<file path="config.mk">
export PLATFORM = sky130hd
export DESIGN_NAME = compare_arbiter
export DESIGN_NICKNAME = d
export VERILOG_FILES = /design/src/rtl/compare_arbiter.sv
export SDC_FILE = /design/constraint.sdc
export NUM_CORES = 1
export LEC_CHECK = 0
export ABC_AREA = 1
export BUFFER_PORTS_ARGS = -buffer_cell sky130_fd_sc_hd__buf_2
export CORE_AREA = 8 8 72 74
export DETAILED_ROUTE_END_ITERATION = 10
export DIE_AREA = 0 0 80 82
export PLACE_DENSITY = 0.77
export SLEW_MARGIN = 0
export SYNTH_ARGS = -nofsm -noshare
export SYNTH_HDL_FRONTEND = slang
export SYNTH_SLANG_ARGS = --single-unit
</file>
<file path="constraint.sdc">
create_clock -name clk -period 1.5 [get_ports clk]
set_input_delay 0.15 -clock clk [delete_from_list [all_inputs] [get_ports clk]]
set_output_delay 0.15 -clock clk [all_outputs]
set_load 0.01 [all_outputs]
</file>
<file path="src/rtl/compare_arbiter.sv">
// compare_arbiter: round-robin sharing of one comparator between two requesters,
// holding registered operands for SETTLE cycles before returning the result.
module compare_arbiter #(
  parameter int WIDTH     = 8,
  parameter int RES_WIDTH = 8,
  parameter int SETTLE    = 1
) (
  input  logic                 clk,
  input  logic                 reset,
  input  logic                 req0,
  input  logic [WIDTH-1:0]     a0,
  input  logic [WIDTH-1:0]     b0,
  output logic                 gnt0,
  output logic                 done0,
  output logic [RES_WIDTH-1:0] result0,
  input  logic                 req1,
  input  logic [WIDTH-1:0]     a1,
  input  logic [WIDTH-1:0]     b1,
  output logic                 gnt1,
  output logic                 done1,
  output logic [RES_WIDTH-1:0] result1,
  output logic [WIDTH-1:0]     comparator_input1,
  output logic [WIDTH-1:0]     comparator_input2,
  input  logic [RES_WIDTH-1:0] cmp_out,
  output logic                 busy
);
  typedef enum logic {IDLE, SETTLING} state_t;
  state_t               state_q, state_d;
  logic [3:0]           cnt_q, cnt_d;
  logic                 last_q, last_d;
  logic                 port_q, port_d;
  logic                 gnt0_q, gnt0_d, gnt1_q, gnt1_d;
  logic                 done0_q, done0_d, done1_q, done1_d;
  logic [WIDTH-1:0]     ci1_q, ci1_d, ci2_q, ci2_d;
  logic [RES_WIDTH-1:0] res0_q, res0_d, res1_q, res1_d;
  always_comb begin
    state_d = state_q;
    cnt_d   = cnt_q;
    last_d  = last_q;
    port_d  = port_q;
    ci1_d   = ci1_q;
    ci2_d   = ci2_q;
    res0_d  = res0_q;
    res1_d  = res1_q;
    gnt0_d  = 1'b0;
    gnt1_d  = 1'b0;
    done0_d = 1'b0;
    done1_d = 1'b0;
    if (state_q == IDLE) begin
      if (req0 | req1) begin
        // on a tie the port that did not win last time goes first
        port_d  = (req0 & req1) ? ~last_q : req1;
        ci1_d   = port_d ? a1 : a0;
        ci2_d   = port_d ? b1 : b0;
        gnt0_d  = ~port_d;
        gnt1_d  = port_d;
        last_d  = port_d;
        cnt_d   = 4'(SETTLE - 1);
        state_d = SETTLING;
      end
    end else if (cnt_q != 4'd0) begin
      cnt_d = cnt_q - 4'd1;
    end else begin
      res0_d  = port_q ? res0_q : cmp_out;
      res1_d  = port_q ? cmp_out : res1_q;
      done0_d = ~port_q;
      done1_d = port_q;
      state_d = IDLE;
    end
  end
  always_ff @(posedge clk) begin
    if (reset) begin
      state_q <= IDLE;
      cnt_q   <= '0;
      last_q  <= 1'b1;
      port_q  <= 1'b0;
      ci1_q   <= '0;
      ci2_q   <= '0;
      res0_q  <= '0;
      res1_q  <= '0;
      gnt0_q  <= 1'b0;
      gnt1_q  <= 1'b0;
      done0_q <= 1'b0;
      done1_q <= 1'b0;
    end else begin
      state_q <= state_d;
      cnt_q   <= cnt_d;
      last_q  <= last_d;
      port_q  <= port_d;
      ci1_q   <= ci1_d;
      ci2_q   <= ci2_d;
      res0_q  <= res0_d;
      res1_q  <= res1_d;
      gnt0_q  <= gnt0_d;
      gnt1_q  <= gnt1_d;
      done0_q <= done0_d;
      done1_q <= done1_d;
    end
  end
  assign gnt0              = gnt0_q;
  assign gnt1              = gnt1_q;
  assign done0             = done0_q;
  assign done1             = done1_q;
  assign result0           = res0_q;
  assign result1           = res1_q;
  assign comparator_input1 = ci1_q;
  assign comparator_input2 = ci2_q;
  assign busy              = (state_q == SETTLING);
endmodule

</file>
### Word-level counts from Yosys, hierarchy flattened

Index checks and enable logic that the tools add are counted.

* register bits after elaboration: 43
* output and inout bits: 37

* $add $sub $neg: 1
* eq/ne operators: 1
* mux-type cells: 9
* bitwise logic cells: 8
* reduce and logical (&&, ||, !) cells: 8

Operator list (count)
* 2-to-1 mux 8 bit: 2
* 2-to-1 mux 4 bit: 3
* inverter 1 bit: 6
* AND reduction 3 bit: 2
* OR reduction 3 bit: 2
* 2-to-1 mux 1 bit: 4
* AND reduction 2 bit: 2
* nonzero test 4 bit: 1
* subtractor 4 x 1 -> 4 bit, second input constant: 1
* != test 2 x 1 -> 1 bit, second input constant: 1
* nonzero test 2 bit: 1
* AND 1 bit: 1
* bitwise OR 1 bit: 1

### Depth between registers and ports, before layout

* depth after elaboration: 3
* depth in mapped cells: 8
* gate-level depth less buffers: 7

### Least setup slack after synthesis

No wires, ideal clock.

* path kind: register -> register
* from: register cnt_q[0]
* to: register cnt_q[0]
* arrival time: 1155 ps
* required time: 1383 ps
* path slack: 228 ps
* cell stages (with the launch flop): 8
* buffers on the path: 1
* clock period less this slack: 1272 ps
* cells stage by stage: dfxtp_1 inv_1 ha_1 clkbuf_2 a21oi_1 nor2_1 nor2_1 nor2_1

* cells in the longest elaborated chain, start to end: 3

Ends and longest elaborated chain
* start: declaration: line 29 `logic [3:0] cnt_q, cnt_d;`
* start signal: assignment: line 87 `cnt_q <= cnt_d;`
* subtractor 4 x 1 -> 4 bit or nonzero test 4 bit (tied branches): line 62, 61
* 2-to-1 mux 4 bit or != test 2 x 1 -> 1 bit (tied branches)
* 2-to-1 mux 4 bit or AND reduction 2 bit (tied branches)

Parallel ways exist; a longest one is shown, timed or not. The select of a mux whose other input is x is not followed.
A chain may end at the register's enable or synchronous reset.

### Worst setup path after layout

* from: register cnt_q[0]
* to: register res0_q[0] (netlist: result0[0])

* cells in the longest elaborated chain, start to end: 3

Ends and longest elaborated chain
* nonzero test 4 bit: line 61 `end else if (cnt_q != 4'd0) begin`
* inverter 1 bit (no line)
* AND reduction 3 bit (no line)
* end signal: assignment: line 92 `res0_q <= res0_d;`
* end: declaration: line 35 `logic [RES_WIDTH-1:0] res0_q, res0_d, res1_q, res1_d;`

Every way passes these cells.

==> results.toml <==
[die]
start_util = 0.4296
die_h_um = 82
fp.coreArea_sq_mm = 0.004144
ioPinCount = 81
rows = 24
die_area_sq_mm = 0.006560
fp.dieW_um = 80

[placed_design]
dp_hpwl_mm = 3.491
globalplace.congestion = 0.7888
dp_slack_ns = 0.1119
postPlaceCellArea_sq_mm = 0.002231
dp_cells = 374
port_buffers = 80

[setup_path]
worstPathRequired_ns = 1.72
endpoint_kind = "flop"
arrival_ns = 1.58
start_kind = "flop"
worstPathMaxFanout = 8
worstSetupPathType = "flop to flop"

[final_layout]
stdcell_count = 382
syn_to_final_growth_pct = 32.26
utilization = 0.5682
mostFrequentLayoutCell = "nand2_1"
finalNetCount = 374
finalInstanceArea_sq_mm = 0.002355
antenna_cells = 0
final_cell_mix = "nand2_1, buf_2, dfxtp_1, a21oi_1, inv_1"
drive_gt1_frac = 0.3212

[clocking]
cts-root-buf = "clkbuf_8"
cts_buffers = 5
cts_tree = "yes"
cts.hold.buffers_added = 0
clk_pin_slew_ns = 0.08
cts_htree_levels = 2
clk-insertion-delay-late_ns = 0.29
clock_sink_count = 43
clock_path_buffers = 2

[synthesis]
synth_warnings = 0
synthesis.area_sq_mm = 0.001780
syn_area_per_cell_sq_um = 7.238
seq_area_frac_synth = 0.4835
syn_nets = 291
netlist-cell-type-count = 20
ys_seq_elements = 43
syn_inst = 246

[power]
p_leak_nw = 1.215
power.density_mw_per_mm2 = 1121
ir_drop_uv = 772.3
report.power.total_mw = 2.639

[sta]
final-setup-viol-count = 0
fin_crit_ns = 1.354
clock.fmax_ghz = 0.7384
slew_headroom = 0.6883
finalSetupTns_ns = 0
finClkSkew_ns = 0.005815
finalCritPeriodShare = 0.9029
tightest_slew_ns = 0.4669
final.setup.worst_slack_ns = 0.1457
holdWs_ns = 0.09565
drv_slew = 0
finalHoldViolations = 0
grt_setup_unrepaired = "no"

[grt]
grt_pass1_vias = 1809
grt-ovfl-total = 0
grt_pass1_wl_mm = 7.783
grt_max_degree = 34
antenna_found_initial = 0
grtUsageTotal = 0.1480

[drt]
dr.first_iter.drc_count = 73
route.top_layer_used = "met4"
via_count = 1788
drc = 0
firstDrtPassIters = 4
post_drt_wl_per_cell_um = 12.24
wl_met3_um = 560
wl_mm = 4.677
routed-wl-met2_mm = 2.012
wl_met1_mm = 2.052
via_per_inst = 4.681
antenna_left = 0

[run_status]
status = "finished clean"

[run]
drv_cap = 0

[hold_path]
hold_path_class = "primary input to flop"
[layer usage]
| metal | up-vias | track usage |
|---|---|---|
| li1 | 941 | - |
| met1 | 767 | 0.1634 |
| met2 | 76 | 0.2409 |
| met3 | 4 | 0.07659 |
| met4 | 0 | 0.04909 |
| met5 | - | 0 |
[path summary, 6_finish.rpt]
path	start	endpoint	slack, ns	depth (start not counted)
min reg2reg	result1[5]	result1[5]	0.46	2
max	cnt_q[0]	result0[0]	0.15	6
min	a0[7]	comparator_input1[7]	0.1	3
max reg2reg	cnt_q[0]	result0[0]	0.15	6
[kinds of logic after synthesis]
group | count (synthesis) | share of synthesized area
compound gates | 55 | 0.1630
xor+xnor | 1 | 0.004920
fa+ha+maj | 1 | 0.007026
buf+inv | 37 | 0.09066
flops | 43 | 0.4835
simple gates | 109 | 0.2509
[final cells by class]
cell class / count / area, sq um
inverters: 27 / 101.3
repair buffers: 86 / 445.4
multi-input cells: 166 / 760.7
flip-flops and latches: 43 / 860.8
clock buffers: 6 / 82.58
fillers: 391 / 1789
well taps: 52 / 65.06
clock inverters: 2 / 38.79
[registers in the layout, indices dropped and copies added, names as in the netlist]
name	count
port_q	1
done0	1
done1	1
comparator_input2	8
last_q	1
gnt1	1
result0	8
gnt0	1
comparator_input1	8
result1	8
cnt_q	4
busy	1
[worst max-delay path, cell delays in order, from the launching register on]
cell	delay, ns
dfxtp_1	0.31
inv_1	0.11
ha_2	0.26
nand4_2	0.23
inv_2	0.19
nand2_1	0.07
a21oi_1	0.12
[where the power goes]
group | switching, mW | internal (mW) | leakage [nW] | total [mW]
clock | 0.401 | 0.548 | 0.0618 | 0.949
combinational | 0.255 | 0.177 | 0.801 | 0.432
sequential | 0.0386 | 1.22 | 0.353 | 1.26
total | 0.695 | 1.94 | 1.22 | 2.64
[what timing repair did]
item / 4_1_cts / 5_1_grt
resized for setup: 0 / 1
endpoints found under the hold margin: 0 / 0
buffers inserted: 0 / 0
setup endpoints to repair: 0 / 7
[synthesized netlist by cell type]
| library cell | instances | area (sq um) |
|---|---|---|
| a21oi_1 | 36 | 180.2 |
| a21oi_2 | 1 | 8.760 |
| buf_2 | 4 | 20.02 |
| buf_6 | 2 | 22.52 |
| clkbuf_1 | 2 | 7.510 |
| clkbuf_2 | 2 | 10.01 |
| dfxtp_1 | 43 | 860.8 |
| ha_1 | 1 | 12.51 |
| inv_1 | 22 | 82.58 |
| inv_2 | 5 | 18.77 |
| nand2_1 | 90 | 337.8 |
| nand2_2 | 1 | 6.260 |
| nand3_1 | 6 | 30.03 |
| nand4_2 | 2 | 25.02 |
| nor2_1 | 7 | 26.28 |
| nor2_4 | 1 | 11.26 |
| nor3_1 | 2 | 10.01 |
| o21ai_0 | 17 | 85.08 |
| o21ai_4 | 1 | 16.27 |
| xor2_1 | 1 | 8.760 |
Note: power is estimated with default switching activity, not from simulation.
